--- src/rtl/tlul_axil_master_bridge.sv ---
// rtl/tlul_axil_master_bridge.sv - TL-UL slave to AXI-lite master bridge, one transaction in flight.
// Optional TLUL_AXIL_BRIDGE_ERR_RESP_EN: fold AXI bresp/rresp into tl_d_error_o.
module tlul_axil_master_bridge #(
    parameter int axil_data_width_p = 32,
    parameter int axil_addr_width_p = 32,
    parameter int tl_source_width_p = 8
) (
    input  logic                           clk_i,
    input  logic                           rst_ni,

    input  logic                           tl_a_valid_i,
    output logic                           tl_a_ready_o,
    input  logic [2:0]                     tl_a_opcode_i,
    input  logic [1:0]                     tl_a_size_i,
    input  logic [tl_source_width_p-1:0]   tl_a_source_i,
    input  logic [axil_addr_width_p-1:0]   tl_a_address_i,
    input  logic [axil_data_width_p/8-1:0] tl_a_mask_i,
    input  logic [axil_data_width_p-1:0]   tl_a_data_i,

    output logic                           tl_d_valid_o,
    input  logic                           tl_d_ready_i,
    output logic [2:0]                     tl_d_opcode_o,
    output logic [1:0]                     tl_d_size_o,
    output logic [tl_source_width_p-1:0]   tl_d_source_o,
    output logic [axil_data_width_p-1:0]   tl_d_data_o,
    output logic                           tl_d_error_o,

    output logic [axil_addr_width_p-1:0]   m_axil_awaddr,
    output logic [2:0]                     m_axil_awprot,
    output logic                           m_axil_awvalid,
    input  logic                           m_axil_awready,
    output logic [axil_data_width_p-1:0]   m_axil_wdata,
    output logic [axil_data_width_p/8-1:0] m_axil_wstrb,
    output logic                           m_axil_wvalid,
    input  logic                           m_axil_wready,
    input  logic [1:0]                     m_axil_bresp,
    input  logic                           m_axil_bvalid,
    output logic                           m_axil_bready,
    output logic [axil_addr_width_p-1:0]   m_axil_araddr,
    output logic [2:0]                     m_axil_arprot,
    output logic                           m_axil_arvalid,
    input  logic                           m_axil_arready,
    input  logic [axil_data_width_p-1:0]   m_axil_rdata,
    input  logic [1:0]                     m_axil_rresp,
    input  logic                           m_axil_rvalid,
    output logic                           m_axil_rready
);

    localparam int strb_w = axil_data_width_p / 8;

    typedef enum logic [2:0] {IDLE, WRITE, B_WAIT, READ, R_WAIT, RESP} state_e;

    state_e                         state_q, state_d;
    logic                           a_ready_q, a_ready_d;
    logic                           aw_done_q, aw_done_d;
    logic                           w_done_q, w_done_d;
    logic [2:0]                     opcode_q, opcode_d;
    logic [1:0]                     size_q, size_d;
    logic [tl_source_width_p-1:0]   source_q, source_d;
    logic [axil_addr_width_p-1:0]   addr_q, addr_d;
    logic [axil_data_width_p-1:0]   data_q, data_d;
    logic [strb_w-1:0]              mask_q, mask_d;
    logic [axil_data_width_p-1:0]   rdata_q, rdata_d;
    logic [1:0]                     resp_q, resp_d;
    logic                           illegal_q, illegal_d;
    logic                           a_fire;

    assign a_fire = tl_a_valid_i & a_ready_q;

    always_comb begin
        state_d   = state_q;
        aw_done_d = aw_done_q;
        w_done_d  = w_done_q;
        opcode_d  = opcode_q;
        size_d    = size_q;
        source_d  = source_q;
        addr_d    = addr_q;
        data_d    = data_q;
        mask_d    = mask_q;
        rdata_d   = rdata_q;
        resp_d    = resp_q;
        illegal_d = illegal_q;
        case (state_q)
            IDLE: begin
                if (a_fire) begin
                    opcode_d  = tl_a_opcode_i;
                    size_d    = tl_a_size_i;
                    source_d  = tl_a_source_i;
                    addr_d    = tl_a_address_i;
                    data_d    = tl_a_data_i;
                    mask_d    = tl_a_mask_i;
                    resp_d    = 2'b00;
                    aw_done_d = 1'b0;
                    w_done_d  = 1'b0;
                    illegal_d = 1'b0;
                    if (tl_a_opcode_i == 3'd4) begin
                        state_d = READ;
                    end else if (tl_a_opcode_i == 3'd0 || tl_a_opcode_i == 3'd1) begin
                        state_d = WRITE;
                    end else begin
                        illegal_d = 1'b1;
                        state_d   = RESP;
                    end
                end
            end
            WRITE: begin
                // AW and W retire independently; both must have fired before the B phase.
                aw_done_d = aw_done_q | m_axil_awready;
                w_done_d  = w_done_q | m_axil_wready;
                if (aw_done_d && w_done_d) begin
                    state_d = B_WAIT;
                end
            end
            B_WAIT: begin
                if (m_axil_bvalid) begin
                    resp_d  = m_axil_bresp;
                    state_d = RESP;
                end
            end
            READ: begin
                if (m_axil_arready) begin
                    state_d = R_WAIT;
                end
            end
            R_WAIT: begin
                if (m_axil_rvalid) begin
                    rdata_d = m_axil_rdata;
                    resp_d  = m_axil_rresp;
                    state_d = RESP;
                end
            end
            RESP: begin
                if (tl_d_ready_i) begin
                    state_d = IDLE;
                end
            end
            default: state_d = IDLE;
        endcase
        a_ready_d = (state_d == IDLE);
    end

    always_ff @(posedge clk_i or negedge rst_ni) begin
        if (!rst_ni) begin
            state_q   <= IDLE;
            a_ready_q <= 1'b0;
            aw_done_q <= 1'b0;
            w_done_q  <= 1'b0;
        end else begin
            state_q   <= state_d;
            a_ready_q <= a_ready_d;
            aw_done_q <= aw_done_d;
            w_done_q  <= w_done_d;
        end
    end

    // Transaction payload is only observed behind a valid, so it carries no reset.
    always_ff @(posedge clk_i) begin
        opcode_q  <= opcode_d;
        size_q    <= size_d;
        source_q  <= source_d;
        addr_q    <= addr_d;
        data_q    <= data_d;
        mask_q    <= mask_d;
        rdata_q   <= rdata_d;
        resp_q    <= resp_d;
        illegal_q <= illegal_d;
    end

    assign tl_a_ready_o   = a_ready_q;

    assign m_axil_awaddr  = addr_q;
    assign m_axil_awprot  = 3'b000;
    assign m_axil_awvalid = (state_q == WRITE) & ~aw_done_q;
    assign m_axil_wdata   = data_q;
    assign m_axil_wstrb   = (opcode_q == 3'd0) ? {strb_w{1'b1}} : mask_q;
    assign m_axil_wvalid  = (state_q == WRITE) & ~w_done_q;
    assign m_axil_bready  = (state_q == B_WAIT);
    assign m_axil_araddr  = addr_q;
    assign m_axil_arprot  = 3'b000;
    assign m_axil_arvalid = (state_q == READ);
    assign m_axil_rready  = (state_q == R_WAIT);

    assign tl_d_valid_o   = (state_q == RESP);
    assign tl_d_opcode_o  = {2'b00, opcode_q == 3'd4};
    assign tl_d_size_o    = size_q;
    assign tl_d_source_o  = source_q;
    assign tl_d_data_o    = (opcode_q == 3'd4) ? rdata_q : '0;

`ifdef TLUL_AXIL_BRIDGE_ERR_RESP_EN
    assign tl_d_error_o   = illegal_q | (resp_q != 2'b00);
`else
    logic unused_resp;
    assign unused_resp    = ^resp_q;
    assign tl_d_error_o   = illegal_q;
`endif

endmodule

--- config.mk ---
export PLATFORM = sky130hd
export DESIGN_NAME = tlul_axil_master_bridge
export DESIGN_NICKNAME = d
export VERILOG_FILES = /design/src/rtl/tlul_axil_master_bridge.sv
export SDC_FILE = /design/constraint.sdc
export NUM_CORES = 1
export LEC_CHECK = 0
export CAP_MARGIN = 20
export CORE_ASPECT_RATIO = 0.9
export CORE_UTILIZATION = 36
export CTS_CLUSTER_SIZE = 28
export DETAILED_ROUTE_END_ITERATION = 10
export GPL_ROUTABILITY_DRIVEN = 0
export PLACE_DENSITY = 0.89
export SYNTH_ARGS = -nofsm -noshare
export SYNTH_HDL_FRONTEND = slang
export SYNTH_SLANG_ARGS = --single-unit
--- constraint.sdc ---
create_clock -name clk_i -period 2.89 [get_ports clk_i]
set_clock_uncertainty 0.1 [all_clocks]
set_input_delay 0.4335 -clock clk_i [delete_from_list [all_inputs] [get_ports clk_i]]
set_output_delay 0.4335 -clock clk_i [all_outputs]
set_load 0.01 [all_outputs]
==> results by stage <==
Power and ir drop:
- The share of power burned in combinational logic is 22.7%.
- The leakage power figure is between 2 and 3 nW.
- The switching part of the total is 23.8%.
- The share of total power dissipated in sequential elements is between 40% and 50%.
- The share of power burned in the clock network is a little over a third.
- The power density over cell area is 759 nW/um^2.
- The internal portion of total power is 4.45 mW.
- The total net switching power is 1.39 mW.
- Across the VDD grid, the largest voltage drop is approximately 460 uV.

Final layout:
- The growth of design area from synthesis to finish is 74.4%.
- The area taken by multi-input logic gates is 520 um^2.
- The net count reported at finish is between 600 and 700.
- The ratio of cells with drive above 1 in the final layout is roughly 8.6%.
- The final antenna diode count is 0.
- The sequential cells in the finished layout cover a total of 3570 um^2.
- For this run, the share of the core covered by cells in the final layout is between 60% and 70%.
- Counting the fill cells in the layout gives ~810.

Critical path:
- The worst path arrival time is 2160 ps.
- The required time of the critical path is between 2000 and 2500 ps.
- The worst setup path category is register to output pin.
- Traced cell by cell, the critical path runs through nor3_1, or2_2, clkdlybuf4s50_1.
- Of all nets on the critical path, the largest fanout is 4.
- The critical register-to-register path startpoint is state_q[2].
- In this design, the stage delay of the slowest critical-path cell is 610 ps.
- The type of origin of the critical path is a register.
- The worst-case reg-to-reg path depth is 4.
- The slack of the worst reg-to-reg path is approximately 920 ps.
- The worst reg2reg path endpoint is m_axil_wdata[18].
- The cell with the largest stage delay on the worst path is nor3_1.
- The endpoint kind of the worst setup timing path is an output pin.

Clock network:
- TritonCTS built the clock tree.
- Clock tree synthesis inserted a total of 17 buffers.
- The H-tree generated during clock tree synthesis spans 4 levels.
- The clock tree buffer depth is 2.
- The latest clock arrival within the worst-skew pair is 400 ps.
- The number of instances resized during post-cts repair is 0.
- The clock slew at the register clock pins of the worst setup and hold paths is 50 ps.
- In this run the post-CTS setup repair buffer count came out at 0.
- For this design, the sink count on the clock tree is 120.
- The root buffer selected by CTS is clkbuf_16.
- Hold repair after CTS inserted 0 buffers.

Die:
- The die covers roughly 13000 um^2.
- The core area is 11700 um^2.
- The width of the chip is 119 um.
- The effective utilization at floorplan is 37.8%.
- The vertical die dimension is 107 um.
- The site row count is 37.
- The number of primary I/O pins is approximately 290.

GRT:
- The via count of the first global-routing pass was 2975.
- Entering global routing, the biggest net connects 44 pins.
- The initial antenna violation count is 1.
- Summed over all layers, the global routing overflow is 0.
- Across every metal layer, demand over resource in global routing totals around 18%.
- The first-pass GRT wire length is 16.5 mm.

STA:
- The total count of max-transition violations in the final report came to 0.
- Setup repair after global routing left no endpoint under its margin.
- Setup violations remaining at the end of the flow were counted as 0.
- In the finished design, the share of the clock period the worst path needs comes to 93.3%.
- The slew at the pin with the worst max-slew slack is approximately 700 ps.
- In this run the tightest slew margin relative to its limit is 53.0%.
- The total count of hold-check failures in the final report came to 0.
- The final setup TNS is 0 ps.
- The maximum clock rate is approximately 0.37 GHz.
- The post-route minimum period is about 2700 ps.

Logic synthesis:
- The number of synthesized register bits is 120.
- Yosys attributes the largest share of cell area to edfxtp_1 78%, buf_4 6.8%, and2_1 4.7%.
- The post-synthesis cell type count is 31.
- The number of warnings reported in the yosys synthesis log is 0.
- The cell accounting for the most synthesized area is edfxtp_1.
- The netlist area before placement is 4410 um^2.
- After synthesis, flip-flops and latches occupy about four fifths of the total area.
- The proportion of netlist area held by the largest area contributor is 77.7%.
- The synthesized area per cell is 18.4 um^2.
- Synthesis handed over a netlist of 239 instances.

Routing:
- The routed via count divided by cell count is roughly 4.4.
- The remaining number of nets flagged by the antenna check after routing is 0.
- The iteration-0 DRC count of the detailed router is 184.
- In the final routed layout, each cell accounts on average for 17.2 um.
- The vias after detailed routing is just under 3000.
- The first detailed-routing pass took 4 iterations.
- The post-detailed-routing wire length is between 10 and 15 mm.
- After detailed routing, the number of remaining DRC violations is 0.

Run:
- The tool flagged a number of max-cap violations equal to 0.

Min path:
- The type of the tightest min-delay check is input pin to async pin.

Outcome:
- The run finished with clean final reports.

Placed design:
- The half-perimeter wire length after detailed placement is 8.76 mm.
- The number of buffers added on ports is 272.
[metrics by stage]
step	area [um^2]	hold WS, ps	power, mW	setup WS, ps	instances
6_report	7680	167	5.83	193	666
5_1_grt	7680	161	6.05	85.7	666
4_1_cts	7680	152	5.89	170	666
3_5_place_dp	7090	455	3.77	580	634
3_3_place_gp	7090	409	3.72	625	634
2_1_floorplan	4430	37.9	2.98	477	246
[area by class of cell]
class | instances | share of cell area, %
flip-flops and latches | 120 | 46.5
repair buffers | 276 | 36.2
multi-input cells | 77 | 6.78
clock buffers | 21 | 5.73
well taps | 156 | 2.54
clock inverters | 11 | 2.00
inverters | 5 | 0.261
[critical path, delay by kind of cell, from the launching register on]
family	cells	cell delay [ps]
AND/OR/NAND/NOR	2	830
buffers and inverters	1	540
flip-flops	1	400
[Yosys cell counts (all sizes together)]
cell type and n:
clkbuf 4, a211o 1, o2111ai 1, nor3 2, and2 33, or3 1, conb 1, a21oi 3
o211ai 1, dfrtp 6, a31oi 1, nor2b 1, or2b 1, a31o 1, buf 40, edfxtp 114
a32oi 1, and3b 1, mux2 1, o22ai 2, nand3b 1, or3b 1, inv 5, nor3b 3
or2 4, nand2 3, nor2 6
[worst max-delay path by stage]
stage	depth (start not counted)	start	slack, ps	endpoint
final	3	opcode_q[1]	190	m_axil_wstrb[3]
after CTS	3	opcode_q[1]	170	m_axil_wstrb[3]
after floorplan	5	state_q[2]	480	tl_a_ready_o
after global routing	3	opcode_q[1]	90	m_axil_wstrb[3]
after detailed placement	5	tl_a_valid_i	580	m_axil_araddr[11]
after global placement	5	tl_a_valid_i	620	m_axil_wdata[27]
[power by group through the flow]
stage / Clock (mW) / Combinational [mW] / Sequential [mW]
global route: 2.22 / 1.41 / 2.43
global placement: 0 / 1.30 / 2.41
finish: 2.11 / 1.33 / 2.40
floorplan: 0 / 0.502 / 2.48
detailed placement: 0 / 1.34 / 2.43
CTS: 2.15 / 1.34 / 2.40
[cells in the final DEF, fill, tap and decap left out, types with 2 or more instances in the layout]
| master | n |
|---|---|
| clkbuf_16 | 17 |
| clkinv_2 | 4 |
| and2_1 | 33 |
| nand2_1 | 3 |
| buf_12 | 2 |
| inv_1 | 4 |
| nor2_1 | 6 |
| clkinv_1 | 3 |
| nor3b_1 | 2 |
| buf_4 | 2 |
| edfxtp_1 | 114 |
| bufinv_16 | 4 |
| or2_2 | 4 |
| dfrtp_1 | 6 |
| o22ai_1 | 2 |
| clkbuf_1 | 4 |
| conb_1 | 8 |
| clkdlybuf4s50_1 | 272 |
| a21oi_1 | 3 |
[kinds of logic (layout without fill, tap and decap cells)]
group                  Yosys count  in the layout  share of synthesized area [%]
buffers and inverters           49            313                           7.67
flip-flops                     120            120                           81.1
AO/OA/AOI/OAI                   11             11                           2.64
other                            1              8                         0.0851
AND/OR/NAND/NOR                 57             57                           8.24
multiplexers                     1              1                          0.256
[per-layer routing]
layer,up-vias,track usage [%],share of wire [%]
met3,17,6.97,7.1
met5,-,0,0
met1,1408,18.9,36
li1,1337,-,-
met4,0,7.14,1.6
met2,155,33.3,55
[flip-flops by register name, indices dropped and copies added, names as in the netlist, 2 cells and up]
name,count
m_axil_araddr,32
m_axil_wdata,32
mask_q,4
opcode_q,3
rdata_q,32
state_q,3
tl_d_size_o,2
tl_d_source_o,8
Power figures use the tool's default switching activity.
